===== config.mk =====
export PLATFORM = sky130hd
export DESIGN_NAME = ram4k_loader
export DESIGN_NICKNAME = d
export VERILOG_FILES = /design/src/rtl/ram4k_loader.sv
export SDC_FILE = /design/constraint.sdc
export NUM_CORES = 1
export LEC_CHECK = 0
export BUFFER_PORTS_ARGS = -buffer_cell sky130_fd_sc_hd__buf_2
export CORE_MARGIN = 1.5
export CORE_UTILIZATION = 50
export CTS_BUF_LIST = sky130_fd_sc_hd__clkbuf_16
export CTS_CLUSTER_SIZE = 10
export DETAILED_ROUTE_END_ITERATION = 8
export GPL_TIMING_DRIVEN = 0
export HOLD_SLACK_MARGIN = 0.06
export PLACE_DENSITY = 0.85
export REMOVE_ABC_BUFFERS = 1
export SETUP_SLACK_MARGIN = 0.1
export SYNTH_ARGS = -nofsm -noshare
export SYNTH_HDL_FRONTEND = slang
export SYNTH_SLANG_ARGS = --single-unit

===== constraint.sdc =====
create_clock -name clk -period 6 [get_ports clk]
set_input_delay 0.3 -clock clk [delete_from_list [all_inputs] [get_ports clk]]
set_output_delay 0.3 -clock clk [all_outputs]
set_load 0.03 [all_outputs]

===== src/rtl/ram4k_loader.sv =====
// rtl/ram4k_loader.sv - boot-time byte-stream image loader in front of a 4K-word RAM
//
// Packs a high-byte-first byte stream into 16-bit words and writes them to
// consecutive RAM addresses starting at 0. It keeps a running word count and a
// mod-2^16 checksum of the words written. When no load is active, the CPU write
// port passes straight through to the RAM.
//
// Ports:
//   clk, rst_n                 clock, asynchronous active-low reset
//   start, abort               begin a load / cancel a load in progress (abort wins)
//   byte_valid, byte_data      incoming byte stream
//   byte_ready                 loader accepts a byte this cycle
//   cpu_in, cpu_load,
//   cpu_address                CPU write request (passed through while idle)
//   ram_in, ram_load,
//   ram_address                RAM write port
//   busy, done                 load in progress / last load completed in full
//   word_count, checksum       progress and running sum of the current or last load
module ram4k_loader #(
    parameter int WORDS = 4096
) (
    input  logic        clk,
    input  logic        rst_n,
    input  logic        start,
    input  logic        abort,
    input  logic        byte_valid,
    input  logic [7:0]  byte_data,
    output logic        byte_ready,
    input  logic [15:0] cpu_in,
    input  logic        cpu_load,
    input  logic [11:0] cpu_address,
    output logic [15:0] ram_in,
    output logic        ram_load,
    output logic [11:0] ram_address,
    output logic        busy,
    output logic        done,
    output logic [12:0] word_count,
    output logic [15:0] checksum
);

    typedef enum logic [2:0] {
        S_IDLE  = 3'd0,
        S_HI    = 3'd1,
        S_LO    = 3'd2,
        S_WRITE = 3'd3,
        S_DONE  = 3'd4
    } state_t;

    localparam logic [12:0] LAST_IDX = 13'(WORDS - 1);

    state_t      state_q, state_d;
    logic [15:0] hold_q, hold_d;
    logic [11:0] addr_q, addr_d;
    logic [12:0] word_count_q, word_count_d;
    logic [15:0] checksum_q, checksum_d;

    always_ff @(posedge clk or negedge rst_n) begin
        if (!rst_n) begin
            state_q      <= S_IDLE;
            hold_q       <= 16'h0000;
            addr_q       <= 12'h000;
            word_count_q <= 13'h0000;
            checksum_q   <= 16'h0000;
        end else begin
            state_q      <= state_d;
            hold_q       <= hold_d;
            addr_q       <= addr_d;
            word_count_q <= word_count_d;
            checksum_q   <= checksum_d;
        end
    end

    always_comb begin
        state_d      = state_q;
        hold_d       = hold_q;
        addr_d       = addr_q;
        word_count_d = word_count_q;
        checksum_d   = checksum_q;
        byte_ready   = 1'b0;
        busy         = 1'b0;
        ram_in       = cpu_in;
        ram_load     = cpu_load;
        ram_address  = cpu_address;

        case (state_q)
            S_IDLE, S_DONE: begin
                if (start && !abort) begin
                    state_d      = S_HI;
                    addr_d       = 12'h000;
                    word_count_d = 13'h0000;
                    checksum_d   = 16'h0000;
                end
            end
            S_HI, S_LO: begin
                // The loader owns the RAM port for the whole load, so CPU
                // writes are dropped rather than slipped in between words.
                busy        = 1'b1;
                byte_ready  = 1'b1;
                ram_in      = hold_q;
                ram_address = addr_q;
                ram_load    = 1'b0;
                if (abort) begin
                    state_d = S_IDLE;
                end else if (byte_valid) begin
                    if (state_q == S_HI) begin
                        hold_d[15:8] = byte_data;
                        state_d      = S_LO;
                    end else begin
                        hold_d[7:0] = byte_data;
                        state_d     = S_WRITE;
                    end
                end
            end
            S_WRITE: begin
                busy        = 1'b1;
                ram_in      = hold_q;
                ram_address = addr_q;
                // An abort landing on the write cycle suppresses the write.
                ram_load    = !abort;
                if (abort) begin
                    state_d = S_IDLE;
                end else begin
                    // With WORDS = 4096 the address wraps to 0 on the final
                    // write, but the FSM leaves for DONE on that same edge.
                    addr_d       = addr_q + 12'd1;
                    word_count_d = word_count_q + 13'd1;
                    checksum_d   = checksum_q + hold_q;
                    state_d      = (word_count_q == LAST_IDX) ? S_DONE : S_HI;
                end
            end
            default: state_d = S_IDLE;
        endcase
    end

    // DONE is only left on a new start, so done holds until then.
    assign done       = (state_q == S_DONE);
    assign word_count = word_count_q;
    assign checksum   = checksum_q;

endmodule


======== Word level (Yosys, flattened, before mapping) ========
Cells that the tools add are included.
cells by class
  equality and inequality tests ........... 8
  div/mod/pow operators ................... 0
  multiply operators ...................... 0
  bitwise logic cells ..................... 2
  reduce and logical (&&, ||, !) cells .... 11
  multiplexer cells ....................... 21
  shifts and indexed selects .............. 0
  $add $sub $neg .......................... 3
  order comparisons ....................... 0
operators with widths
  kind                   number
  $mux 16                3
  $mux 12                3
  $pmux 16 s2            1
  $mux 13                2
  $pmux 13 s2            1
  $pmux 12 s2            1
  $add 16x16->16         1
  $mux 3                 5
  $add 13x1->13 const B  1
  $eq 13x12->1 const B   1
  $add 12x1->12 const B  1
  $pmux 3 s3             1
  $reduce_and 4->1       2
  $eq 3x2->1 const B     2
  $ne 2x2->1 const B     2
  $reduce_or 2->1        2
  $eq 3x1->1 const B     1
  $eq 3x3->1 const B     1
  $logic_not 3->1        1
  $mux 1                 3
  $ne 3x3->1 const B     1
  $reduce_and 3->1       1
  $reduce_or 3->1        1
  $not 1->1              2
  other kinds (5)        5
storage, ports and cells
  bits in registers ....................... 60
  memory bits (writable) .................. 0
  input bits .............................. 42
  memory bits (read-only) ................. 0
  bits in latches ......................... 0
  output and inout port bits .............. 61
  memories ................................ 0
  logic and storage cells ................. 51

======== Depth between registers and ports, before layout ========
Gate-level depths: netlist of run 1.
  depth in word-level cells ............... 5
  gate-level depth with buffers ........... 9
  mapped depth without buffers ............ 9

======== Worst setup path before layout of run 1 ========
Ideal clock, no wire load.
  kind .................................... register to register
  start ................................... register checksum_q[0] (netlist: checksum[0])
  end ..................................... register checksum_q[14] (netlist: checksum[14])
  cell stages (with the launch flop) ...... 10
  buffers on the path ..................... 0
  period minus slack after synthesis ...... 2.447 ns
  required time ........................... 5.878 ns
  slack ................................... 3.553 ns
  data arrival time ....................... 2.326 ns
  setup time .............................. 0.122 ns
  cells stage by stage .................... dfrtp_1 ha_1 inv_1 fa_1 nor2b_1 o31ai_1 a211oi_1 o211ai_1 a31o_2 a32o_1
between the ends
  word-level cells in the longest chain between the ends .. 3
RTL lines
  what                      RTL line  text
  start: declaration        55        logic [15:0] checksum_q, checksum_d;
  start signal: assignment  69        checksum_q <= checksum_d;
  $add 16x16->16            127       checksum_d = checksum_q + hold_q;
  $mux 16                   120       if (abort) begin
  $pmux 16 s2               85        case (state_q)
No other way between the ends. The select of a mux whose other input is x is not followed.
A chain may end at the register's enable or synchronous reset.

======== Worst setup path in the final report of run 1 ========
Ends and elaborated chain as after synthesis.

==> results of run 1 <==
[state kept, by name, summed over array words and instances, names as in the netlist]
register and flops:
hold_q 16, state_q 3, addr_q 12, checksum 16
word_count 13
[cells by family after synthesis]
kind of cell    count (synthesis)
buf+inv                        27
mux                            16
xor+xnor                       26
fa+ha+maj                      18
flops                          60
simple gates                  202
compound gates                 83
[layout make-up]
cell class / instances / area, um^2
Tap cell: 99 / 124
Timing Repair Buffer: 103 / 524
Clock inverter: 7 / 92.6
Multi-Input combinational cell: 345 / 2060
Fill cell: 609 / 2600
Clock buffer: 9 / 225
Sequential cell: 60 / 1500
Inverter: 13 / 48.8
[power groups by stage]
stage	Combinational [mW]	Clock, mW	Sequential, mW
after floorplan	0.722	0	0.641
after detailed placement	1.06	0	0.611
final	1.07	0.551	0.607
after global routing	1.18	0.571	0.621
after CTS	1.07	0.553	0.606
after global placement	1.03	0	0.604
[path summary, 6_finish.rpt]
check	to	slack, ns
hold reg to reg	checksum[12]	0.52
min in group clk	hold_q[9]	0.21
max in group asynchronous	hold_q[1]	5.44
setup / recovery	checksum[14]	3.23
hold / removal	addr_q[6]	0.04
setup reg to reg	checksum[14]	3.23
[metal layers]
layer / vias up / wire [um]
li1: 1694 / -
met1: 1690 / 4380
met2: 127 / 4950
met3: 21 / 445
met4: 0 / 225
met5: - / 0
[layout by cell type (no fill, tap or decap), types with 2 or more instances in the layout]
cell,n
nand3b_1,2
nor2_1,33
ha_1,17
or3_1,7
xor2_1,19
clkinvlp_4,2
a22o_1,4
nor2b_1,5
and3_1,6
a32o_1,2
a21oi_1,18
o21ai_0,34
dfrtp_1,60
xnor2_1,7
o31ai_1,2
bufinv_16,2
buf_2,101
mux2_2,16
o21a_1,4
and2_1,4
a31oi_1,2
o22ai_1,2
a21o_1,3
inv_1,13
clkbuf_16,9
nand4_1,12
nand2_1,109
or2_2,4
a211oi_1,4
nand3_1,11
nand2b_1,2
[through the flow]
step	area (um^2)	hold slack, ns	setup slack [ns]	std cells	util, %
after floorplan	3610	0.00441	3.55	418	-
after global placement	4240	0.499	3.22	619	59.1
after detailed placement	4260	0.519	3.34	620	59.3
after CTS	4580	0.214	3.28	636	63.8
after global routing	4580	0.111	3.06	636	63.8
final	4580	0.0450	3.23	636	63.8
==> impl_metrics.yaml, run 1 <==
synthesis:
  synth.area.top_cells: "dfrtp_1, nand2_1, ha_1"
  yosys_warnings: 0
  synthCells: 432
  yosysTopAreaCell: "dfrtp_1"
  synth_area_per_cell_um2: 8.49
  yosys.area_share.simple_pct: 24.8
  synth_fa_ha_area_share_pct: 6.35
  synth_common_cells: "nand2_1, dfrtp_1, o21ai_0, nor2_1, xor2_1"
  synth_most_common_cell: "nand2_1"
  ys.flop_type: "dfrtp_1"
  synth_top_area_share_pct: 40.9
  synth_edf_count: 0
  synth_area_um2: 3670
  synth_top_family_by_area: "simple AND/OR/NAND/NOR gates"
  async_flop_share_pct: 100
  synth_compound_area_share_pct: 13.8
  ys_seq_elements: 60
  synth_cell_types: 46
  synth_mux_area_share_pct: 4.91
  synth_xor_area_share_pct: 6.21
  seq_area_frac_synth_pct: 40.9
setup_path:
  critical_path_buf_inv_count: 1
  reg2reg_depth: 9
  path_class: "flip-flop to flip-flop"
  cp.depth: 9
  cp_slowest_cell: "a211oi_1"
  critPathLaunch: "checksum[0]"
  critical_path.cell_chain: "ha_1 -> inv_1 -> fa_1 -> nor2b_1 -> o31ai_1 -> a211oi_1 -> o211ai_1 -> a31o_2 -> a32o_1"
  timing.rr.start: "checksum[0]"
  crit_family: "compound AO/OA/AOI/OAI gates"
  cp.required_ns: 6.21
  endpoint_kind: "flip-flop"
  start_kind: "flip-flop"
  arrival_ns: 2.99
  max_stage_delay_ns: 0.50
  cp_max_fo: 3
clocking:
  clockRootBuffer: "clkbuf_16"
  cts_resized: 0
  htreeDepth: 3
  numClockSinks: 60
  path_clk_slew_ns: 0.06
  numCtsBuffers: 9
  tritoncts: "done"
  clockBufferDepth: 2
  clk_latency_ns: 0.34
  cts_setup_buffers: 0
  hold_buffers: 0
layout:
  diodes: 0
  drive_gt1_share_pct: 26.8
  layout.nets: 592
  syn_to_final_growth_pct: 24.8
drt:
  drt_first_pass_iters: 5
  antenna_left: 0
  viasPerCell: 5.55
  drc: 0
  vias: 3532
  drt_iter0_markers: 185
  wl_um: 10000
  routedWlPerCell_um: 15.7
global_route:
  grt_overflow_total: 0
  antenna_found_initial: 0
  track_usage_pct: 26.0
  gr-usage-met3_pct: 3.92
  use_met1_pct: 32.4
  grt_pass1_vias: 3334
  grt_pass1_wl_um: 15500
  grt_max_degree: 61
  grt_util_met2_pct: 44.1
  busiest_layer: "met2"
pwr:
  comb_power_share_pct: 48.1
  power.switching_mw: 1.01
  seqPwrFrac_pct: 27.2
  clock_power_share_pct: 24.7
  total_power_mw: 2.23
  p_leak_nw: 2.39
  power_density_nw_per_um2: 488
  ir_drop_mv: 0.359
  netSwitchingFraction_pct: 45.3
  p_int_mw: 1.22
worst_hold_path:
  hp-class: "primary input to asynchronous set/reset pin"
placement:
  io_buffer_count: 102
  dp_hpwl_um: 6990
  routabilityCongestion: 0.865
sta:
  hold_violations: 0
  tightest_slew_ns: 0.779
  rsz0062_at_grt: "no"
  max_freq_ghz: 0.360
  fin_crit_ns: 2.77
  tns_ns: 0
  slew_headroom_pct: 48.1
  period_share_pct: 46.2
  setup_violations: 0
  worst_clock_skew_ns: 0.00603
  final_max_slew_viol_count: 0
run:
  drv_cap: 0
floorplanning:
  start_util_pct: 51.1
  die_area_um2: 7860
  core_region_area_um2: 7180
  die_h_um: 88.6
  chipWidth_um: 88.6
  placementRows: 31
  io_pins: 103
status:
  outcome: "completed"
Power figures use the tool's default switching activity.
==> inputs of run 2 (changes only) <==
==> constraint.sdc (replaced) <==
create_clock -name clk -period 2.63 [get_ports clk]
set_input_delay 0.1315 -clock clk [delete_from_list [all_inputs] [get_ports clk]]
set_output_delay 0.1315 -clock clk [all_outputs]
set_load 0.03 [all_outputs]
==> impl_metrics.yaml, run 2 (synthesis gave the netlist of run 1 again) <==
setup_path:
  reg2reg_setup_slack_ns: 0.21
  crit_end: "checksum[14]"
  critPathLaunch: "hold_q[0]"
  r2r-end: "checksum[14]"
  endpoint_kind: "flip-flop"
  start_kind: "flip-flop"
  arrival_ns: 2.63
  reg2reg_depth: 9
  timing.rr.start: "hold_q[0]"
  cp.required_ns: 2.84
  path_class: "flip-flop to flip-flop"
  cp_max_fo: 3
sta:
  worst_clock_skew_ns: 0.00655
  final_max_slew_viol_count: 0
  tns_ns: 0
  tightest_slew_ns: 0.776
  max_freq_ghz: 0.414
  whs_ns: 0.0700
  layout_setup_ws_ns: 0.212
  rsz0062_at_grt: "yes"
  fin_crit_ns: 2.42
  slew_headroom_pct: 48.3
  period_share_pct: 91.9
  hold_violations: 0
  setup_violations: 0
drt:
  met3WireLength_um: 628
  drt_iter0_markers: 214
  drc: 0
  routed-wl-met2_um: 5070
  viasPerCell: 5.50
  routedWlPerCell_um: 15.6
  wl_um: 10100
  topRoutingLayerUsed: "met4"
  drt_first_pass_iters: 4
  m1WireLength_um: 4190
  vias: 3548
  antenna_left: 0
pwr:
  power_density_nw_per_um2: 1090
  ir_drop_mv: 0.812
  p_leak_nw: 2.42
floorplanning:
  die_h_um: 88.6
  die_area_um2: 7860
  core_region_area_um2: 7180
  start_util_pct: 51.1
  io_pins: 103
  chipWidth_um: 88.6
  placementRows: 31
layout:
  fin_area_um2: 4690
  mostFrequentLayoutCells: "nand2_1, buf_2, dfrtp_1, o21ai_0, nor2_1"
  nFillCells: 595
  final_core_utilization_pct: 65.3
  drive_gt1_share_pct: 27.8
  layout.nets: 601
  syn_to_final_growth_pct: 27.8
  final_common_cell: "nand2_1"
  diodes: 0
clocking:
  htreeDepth: 3
  clk_latency_ns: 0.33
  path_clk_slew_ns: 0.05
  clockRootBuffer: "clkbuf_16"
  clockBufferDepth: 2
  tritoncts: "done"
  numClockSinks: 60
  numCtsBuffers: 9
global_route:
  grt_max_degree: 61
  track_usage_pct: 26.2
  grt_overflow_total: 0
  grt_pass1_wl_um: 15600
  grt_pass1_vias: 3372
  antenna_found_initial: 0
placement:
  place_area_um2: 4260
  routabilityCongestion: 0.865
  dp_hpwl_um: 6990
  io_buffer_count: 102
  place_ws_ns: -0.0347
worst_hold_path:
  hp-class: "primary input to flip-flop"
run:
  drv_cap: 0
status:
  outcome: "completed"
## run 2: stage by stage
stage,power (mW),instances
CTS,5.10,643
finish,5.12,645
detailed placement,3.81,620
global placement,3.73,619
global route,5.44,645
floorplan,3.11,418
## run 2: final cells by class
cell class	instances	area (um^2)	area share, %
clock buffers	9	225	4.80
clock inverters	7	92.6	1.97
inverters	13	51.3	1.09
multi-input cells	345	2080	44.5
flip-flops and latches	60	1500	32.0
well taps	99	124	2.64
repair buffers	112	609	13.0
## run 2: repair_timing
item                                    CTS  global route
hold buffers                              6             1
pin swaps                                 2             2
gates resized for setup                   3             5
buffers inserted                          1             1
hold endpoints to repair                 11            60
endpoints found under the setup margin    1            34
## run 2: routing by layer
metal | track usage, % | vias up
met5 | 0 | -
met4 | 12.5 | 0
met3 | 3.64 | 21
met2 | 44.8 | 132
met1 | 32.5 | 1683
li1 | - | 1712
## run 2: power breakdown
part / internal, mW / leakage (nW) / switching (mW)
logic: 0.841 / 1.46 / 1.64
registers: 1.14 / 0.807 / 0.247
clock network: 0.824 / 0.153 / 0.426
total: 2.80 / 2.42 / 2.32
## run 2: how the worst min path moves through the flow
stage | startpoint | end | slack [ns] | cells after the start
floorplan | rst_n | addr_q[0] | -0.16 | 0
global placement | byte_data[4] | hold_q[12] | 0.38 | 2
detailed placement | byte_data[6] | hold_q[6] | 0.39 | 2
CTS | byte_data[5] | hold_q[13] | 0.06 | 2
global route | byte_data[5] | hold_q[13] | 0.07 | 2
finish | byte_data[5] | hold_q[13] | 0.07 | 2
## run 2: worst max-delay path, cell delays in order (launching register included)
cell	delay, ns
dfrtp_1	0.38
ha_2	0.23
inv_1	0.06
fa_1	0.41
nor2b_2	0.18
o31ai_2	0.12
a211oi_2	0.25
o211ai_1	0.15
a31o_2	0.27
a32o_1	0.26
